==> src/rtl/control_seq.sv <==
// ID-stage control decoder with registered ID/EX control bundle and a MULT/DIV busy sequencer.
// Define CONTROL_MULDIV_EN to build the MULT/DIV/MFHI/MFLO support and the HI/LO interlock.
module control_seq #(
    parameter int unsigned MULDIV_LAT = 4,
    parameter logic [4:0]  LINK_REG   = 5'd31
) (
    input  logic       clk,
    input  logic       reset,
    input  logic       in_valid,
    input  logic [5:0] opcode,
    input  logic [5:0] funct,
    input  logic       stall,
    input  logic       flush,
    output logic       id_stall,
    output logic       out_valid,
    output logic       regwrite,
    output logic       memtoreg,
    output logic       memread,
    output logic       memwrite,
    output logic       isbranch,
    output logic       branchne,
    output logic       regdst,
    output logic       aluop,
    output logic       alusrc,
    output logic       isjump,
    output logic       islink,
    output logic       jumpdst,
    output logic [1:0] memtype,
    output logic [4:0] linkreg,
    output logic       illegal,
    output logic       muldiv_busy
);

    localparam logic [5:0] OP_RTYPE = 6'h00, OP_J    = 6'h02, OP_JAL  = 6'h03;
    localparam logic [5:0] OP_BEQ   = 6'h04, OP_BNE  = 6'h05, OP_ADDI = 6'h08;
    localparam logic [5:0] OP_SLTI  = 6'h0A, OP_ANDI = 6'h0C, OP_ORI  = 6'h0D;
    localparam logic [5:0] OP_XORI  = 6'h0E, OP_LUI  = 6'h0F, OP_LB   = 6'h20;
    localparam logic [5:0] OP_LH    = 6'h21, OP_LW   = 6'h23, OP_SB   = 6'h28;
    localparam logic [5:0] OP_SH    = 6'h29, OP_SW   = 6'h2B;
    localparam logic [5:0] FN_JR    = 6'h08, FN_MFHI = 6'h10, FN_MFLO = 6'h12;
    localparam logic [5:0] FN_MULT  = 6'h18, FN_DIV  = 6'h1A;

    if (MULDIV_LAT < 1 || MULDIV_LAT > 15) begin : g_bad_lat
        $error("MULDIV_LAT must be in 1..15");
    end

    typedef struct packed {
        logic       valid;
        logic       regwrite;
        logic       memtoreg;
        logic       memread;
        logic       memwrite;
        logic       isbranch;
        logic       branchne;
        logic       regdst;
        logic       aluop;
        logic       alusrc;
        logic       isjump;
        logic       islink;
        logic       jumpdst;
        logic [1:0] memtype;
        logic [4:0] linkreg;
        logic       illegal;
    } ctrl_t;

    ctrl_t ctrl_q, ctrl_d, dec;
    logic  dec_known, op_muldiv, op_hilo, accept;

    always_comb begin
        // NOTE: every combinational output gets a default first so no path leaves it unassigned (no latch).
        dec       = '0;
        dec_known = 1'b1;
        op_muldiv = 1'b0;
        op_hilo   = 1'b0;
        case (opcode)
            OP_RTYPE: begin
                if (funct == FN_JR) begin
                    dec.isjump  = 1'b1;
                    dec.jumpdst = 1'b1;
                end else if (funct == FN_MULT || funct == FN_DIV) begin
                    op_muldiv = 1'b1;
                end else if (funct == FN_MFHI || funct == FN_MFLO) begin
                    op_hilo = 1'b1;
                end else if (funct inside {6'h00, 6'h02, 6'h03, 6'h04, 6'h06, 6'h07,
                                           [6'h20:6'h27], 6'h2A, 6'h2B}) begin
                    dec.regwrite = 1'b1;
                    dec.regdst   = 1'b1;
                end else begin
                    dec_known = 1'b0;
                end
            end
            OP_ADDI, OP_SLTI, OP_ANDI, OP_ORI, OP_XORI, OP_LUI: begin
                dec.regwrite = 1'b1;
                dec.alusrc   = 1'b1;
                dec.aluop    = 1'b1;
            end
            OP_LB, OP_LH, OP_LW: begin
                dec.regwrite = 1'b1;
                dec.memtoreg = 1'b1;
                dec.memread  = 1'b1;
                dec.alusrc   = 1'b1;
                dec.aluop    = 1'b1;
                dec.memtype  = (opcode == OP_LB) ? 2'b00 : (opcode == OP_LH) ? 2'b01 : 2'b10;
            end
            OP_SB, OP_SH, OP_SW: begin
                dec.memwrite = 1'b1;
                dec.alusrc   = 1'b1;
                dec.aluop    = 1'b1;
                dec.memtype  = (opcode == OP_SB) ? 2'b00 : (opcode == OP_SH) ? 2'b01 : 2'b10;
            end
            OP_BEQ, OP_BNE: begin
                dec.isbranch = 1'b1;
                dec.branchne = (opcode == OP_BNE);
                dec.aluop    = 1'b1;
            end
            OP_J: begin
                dec.isjump = 1'b1;
                dec.aluop  = 1'b1;
            end
            OP_JAL: begin
                dec.regwrite = 1'b1;
                dec.isjump   = 1'b1;
                dec.islink   = 1'b1;
                dec.aluop    = 1'b1;
                dec.linkreg  = LINK_REG;
            end
            default: dec_known = 1'b0;
        endcase
`ifdef CONTROL_MULDIV_EN
        // MULT/DIV write only HI/LO, so the bundle stays all-zero apart from valid.
        if (op_hilo) begin
            dec.regwrite = 1'b1;
            dec.regdst   = 1'b1;
        end
`else
        if (op_muldiv || op_hilo) dec_known = 1'b0;
`endif
    end

    assign accept = in_valid & ~stall & ~id_stall & ~flush;

    always_comb begin
        ctrl_d = '0;
        if (flush) begin
            ctrl_d = '0;
        end else if (stall) begin
            ctrl_d         = ctrl_q;
            ctrl_d.illegal = 1'b0;
        end else if (accept) begin
            if (dec_known) begin
                ctrl_d       = dec;
                ctrl_d.valid = 1'b1;
            end else begin
                ctrl_d.illegal = 1'b1;
            end
        end
    end

    // NOTE: sequential state uses non-blocking assignments so every flop samples pre-edge values.
    always_ff @(posedge clk or posedge reset) begin
        if (reset) ctrl_q <= '0;
        else       ctrl_q <= ctrl_d;
    end

`ifdef CONTROL_MULDIV_EN
    typedef enum logic {S_IDLE, S_BUSY} seq_state_t;

    seq_state_t state_q, state_d;
    logic [3:0] count_q, count_d;

    always_comb begin
        state_d = state_q;
        count_d = count_q;
        case (state_q)
            S_IDLE: begin
                if (accept && op_muldiv) begin
                    state_d = S_BUSY;
                    count_d = 4'(MULDIV_LAT);
                end
            end
            S_BUSY: begin
                // Counts down regardless of stall/flush; an in-flight MULT/DIV is never cancelled.
                count_d = count_q - 4'd1;
                if (count_q == 4'd1) state_d = S_IDLE;
            end
            default: begin
                state_d = S_IDLE;
                count_d = '0;
            end
        endcase
    end

    always_ff @(posedge clk or posedge reset) begin
        if (reset) begin
            state_q <= S_IDLE;
            count_q <= '0;
        end else begin
            state_q <= state_d;
            count_q <= count_d;
        end
    end

    assign muldiv_busy = (state_q == S_BUSY);
    assign id_stall    = in_valid & muldiv_busy & (op_muldiv | op_hilo);
`else
    assign muldiv_busy = 1'b0;
    assign id_stall    = 1'b0;
`endif

    assign out_valid = ctrl_q.valid;
    assign regwrite  = ctrl_q.regwrite;
    assign memtoreg  = ctrl_q.memtoreg;
    assign memread   = ctrl_q.memread;
    assign memwrite  = ctrl_q.memwrite;
    assign isbranch  = ctrl_q.isbranch;
    assign branchne  = ctrl_q.branchne;
    assign regdst    = ctrl_q.regdst;
    assign aluop     = ctrl_q.aluop;
    assign alusrc    = ctrl_q.alusrc;
    assign isjump    = ctrl_q.isjump;
    assign islink    = ctrl_q.islink;
    assign jumpdst   = ctrl_q.jumpdst;
    assign memtype   = ctrl_q.memtype;
    assign linkreg   = ctrl_q.linkreg;
    assign illegal   = ctrl_q.illegal;

endmodule

==> config.mk <==
export PLATFORM = sky130hd
export DESIGN_NAME = control_seq
export DESIGN_NICKNAME = d
export VERILOG_FILES = /design/src/rtl/control_seq.sv
export SDC_FILE = /design/constraint.sdc
export NUM_CORES = 1
export LEC_CHECK = 0
export CAP_MARGIN = 5
export CELL_PAD_IN_SITES_DETAIL_PLACEMENT = 2
export CELL_PAD_IN_SITES_GLOBAL_PLACEMENT = 2
export CORE_MARGIN = 4
export CORE_UTILIZATION = 25
export CTS_CLUSTER_SIZE = 20
export DETAILED_ROUTE_END_ITERATION = 16
export PLACE_DENSITY_LB_ADDON = 0.1
export SLEW_MARGIN = 20
export SYNTH_ARGS = -nofsm -noshare
export SYNTH_HDL_FRONTEND = slang
export SYNTH_SLANG_ARGS = --single-unit
==> constraint.sdc <==
create_clock -name clk -period 1.7 [get_ports clk]
set_input_delay 0.51 -clock clk [delete_from_list [all_inputs] [get_ports clk]]
set_output_delay 0.51 -clock clk [all_outputs]
set_load 0.02 [all_outputs]
==> results.sh, run 1 <==
export IMPL_period_minus_slack_ns=1.67
export IMPL_slew_violations=0
export IMPL_ant_nets=0
export IMPL_io_buffers=37
export IMPL_holdBufCountCts=0
export IMPL_num_vias=984
export IMPL_initial_core_util_pct=26.4
export IMPL_grt_antenna_before_repair=0
export IMPL_dp_hpwl_um=2500
export IMPL_area_growth_pct=76.8
export IMPL_fin_ws_ns=0.0293
export IMPL_numCtsBuffers=3
export IMPL_cts_max_level=1
export IMPL_drive_above_1_share_pct=36.5
export IMPL_crit_type="input pin to flop"
export IMPL_fp_dieW_um=67.8
export IMPL_drt_iter0_markers=28
export IMPL_status="finished clean"
export IMPL_grt_max_degree=16
export IMPL_path_delay_family="buffers and inverters"
export IMPL_cp_arrival_ns=1.89
export IMPL_yosys_warnings=0
export IMPL_power_density_nw_per_um2=483
export IMPL_crit_path_frequent_cell="buf_4"
export IMPL_hp_class="flop to flop"
export IMPL_critical_path_cell_chain="dlygate4sd2_1, buf_6, a311oi_4, nand4_1, buf_4, buf_4, buf_4, nand2_2"
export IMPL_ys_seq_elements=15
export IMPL_detail_route_first_pass_iterations=4
export IMPL_gp_congestion=0.723
export IMPL_wl_per_cell_um=17.5
export IMPL_yosysSeqAreaShare_pct=42.0
export IMPL_vdd_drop_max_mv=0.225
export IMPL_finClkSkew_ns=0
export IMPL_cts_sinks=15
export IMPL_required_ns=1.92
export IMPL_path_buf_inv=5
export IMPL_drv_cap=0
export IMPL_clkTransAtPathRegs_ns=0.09
export IMPL_syn_avg_cell_area_um2=9.61
export IMPL_yosysUniqueCellTypes=31
export IMPL_endpoint_kind="flop"
export IMPL_critPathSlowestCell="a311oi_4"
export IMPL_crit_fanout=5
export IMPL_start_kind="input pin"
export IMPL_finalHoldViolations=0
export IMPL_boundaryPins=40
export IMPL_overflow=0
export IMPL_die_area_um2=4590
export IMPL_p_leak_nw=0.892
export IMPL_finalSetupViolCount=0
export IMPL_maxClockFrequency_ghz=0.599
export IMPL_cts_buffer_depth=2
export IMPL_row_count=21
export IMPL_vias_per_cell=4.80
export IMPL_fp_dieH_um=67.8
export IMPL_clock_latency_ns=0.27
export IMPL_fp_coreArea_um2=3390
export IMPL_grt_pass1_wl_um=5430
export IMPL_synth_area_um2=893
export IMPL_drc=0
export IMPL_fin_nets=177
export IMPL_synthArstFlopShare_pct=100
export IMPL_max_stage_delay_ns=0.29
export IMPL_routed_wl_um=3580
export IMPL_whs_ns=0.474
export IMPL_synth_edff_count=0
export IMPL_nFillCells=367
export IMPL_synth_cells=93
export IMPL_preCtsSetupSlack_ns=-0.804
export IMPL_synthFlopType="dfrtp_1"
export IMPL_cts_tree="done"
export IMPL_track_usage_pct=15.6
export IMPL_antenna_cells=0
export IMPL_clockRootBuffer="clkbuf_4"
export IMPL_grt_pass1_vias=1088
export IMPL_finalPower_mw=0.763
export IMPL_timing_final_crit_share_pct=98.3
-- logic make-up after synthesis --
group                  share of synthesized area (%)
buffers and inverters                           12.2
flip-flops                                      42.0
multiplexers                                    2.24
AO/OA/AOI/OAI                                   21.4
AND/OR/NAND/NOR                                 21.7
other                                          0.420
-- layout by cell type (no fill, tap or decap), types with 2 or more instances in the layout --
master / n
nand2_1: 4
buf_4: 30
clkbuf_4: 3
mux2i_1: 2
nor2b_1: 3
clkdlybuf4s50_1: 5
nor2_1: 4
buf_6: 6
nor2_2: 2
nand3b_1: 2
conb_1: 2
nand2b_4: 2
a32o_1: 4
and3_1: 6
buf_2: 3
dfrtp_1: 15
a21oi_1: 2
a22o_1: 6
o21ai_0: 3
dlymetal6s2s_1: 4
nor3_1: 2
nand2_2: 2
inv_1: 4
dlygate4sd2_1: 23
clkbuf_2: 2
-- synthesized netlist by cell type (3+ instances only) --
cell / instances / share of area, %
o21ai_0: 4 / 2.2
a21oi_1: 3 / 1.7
buf_4: 9 / 7.6
and3_1: 6 / 4.2
a32o_1: 4 / 4.5
dfrtp_1: 15 / 42
nand2b_1: 3 / 2.1
nand2_1: 6 / 2.5
nor2_1: 7 / 2.9
nor2b_1: 3 / 2.1
inv_1: 4 / 1.7
a22o_1: 6 / 5.9
-- report_power, final --
part	internal, mW	switching [mW]	total, mW
combinational	0.103	0.101	0.204
sequential	0.359	0.00121	0.361
clock	0.0907	0.107	0.198
total	0.553	0.210	0.763
-- per-stage QoR --
step | instances | util [%] | setup TNS (ns) | area (um2)
2_1_floorplan | 94 | - | 0 | 897
3_3_place_gp | 190 | 41.9 | -9.46 | 1420
3_5_place_dp | 190 | 41.9 | -9.65 | 1420
4_1_cts | 204 | 45.6 | 0 | 1540
5_1_grt | 205 | 46.6 | -0.0335 | 1580
6_report | 205 | 46.6 | 0 | 1580
-- layout make-up --
cell class / count / area, um2 / area share, %
timing repair buffer: 73 / 619 / 39.2
tap: 46 / 57.6 / 3.65
clock buffer: 4 / 26.3 / 1.66
inverter: 4 / 15.0 / 0.951
sequential: 15 / 375 / 23.8
multi-input combinational: 63 / 485 / 30.7
-- per-layer routing --
layer	global-route usage [%]	vias to the layer above	part of all wire (%)
met1	18.2	495	40
met2	31.1	31	54
li1	-	456	-
met3	0.832	2	4.9
met5	0	-	0
met4	2.98	0	0.39
-- sequential cells by signal (all words and copies together), names as in the netlist --
name and count:
linkreg 1, out_valid 1, alusrc 1, memtoreg 1, aluop 1, jumpdst 1
regwrite 1, memwrite 1, isjump 1, branchne 1, illegal 1, isbranch 1
regdst 1, memtype 2
-- path summary, 6_finish.rpt --
kind	start	cells after the start	to	slack (ns)
worst max-delay path	opcode[4]	8	aluop	0.03
worst min-delay path	out_valid	1	out_valid	0.47
min in group asynchronous	reset	3	out_valid	0.54
worst min register to register	out_valid	1	out_valid	0.47
worst max register to register	linkreg[3]	1	linkreg[3]	0.91
max in group asynchronous	reset	3	branchne	0.99
-- timing repair --
action	CTS	global route
setup buffers	11	2
gates resized for setup	52	18
endpoints found under the setup margin	34	14
pin swaps	8	7
Power figures use the tool's default switching activity.
==> run 2: changes to the inputs <==
--- a/config.mk
+++ b/config.mk
@@ -10,6 +10,7 @@
 export CELL_PAD_IN_SITES_GLOBAL_PLACEMENT = 2
 export CORE_MARGIN = 4
 export CORE_UTILIZATION = 25
+export CTS_CLUSTER_DIAMETER = 200
 export CTS_CLUSTER_SIZE = 20
 export DETAILED_ROUTE_END_ITERATION = 16
 export PLACE_DENSITY_LB_ADDON = 0.1
==> results of run 2 <==
The final DEF is identical to that of run 1; final timing and power are the same.
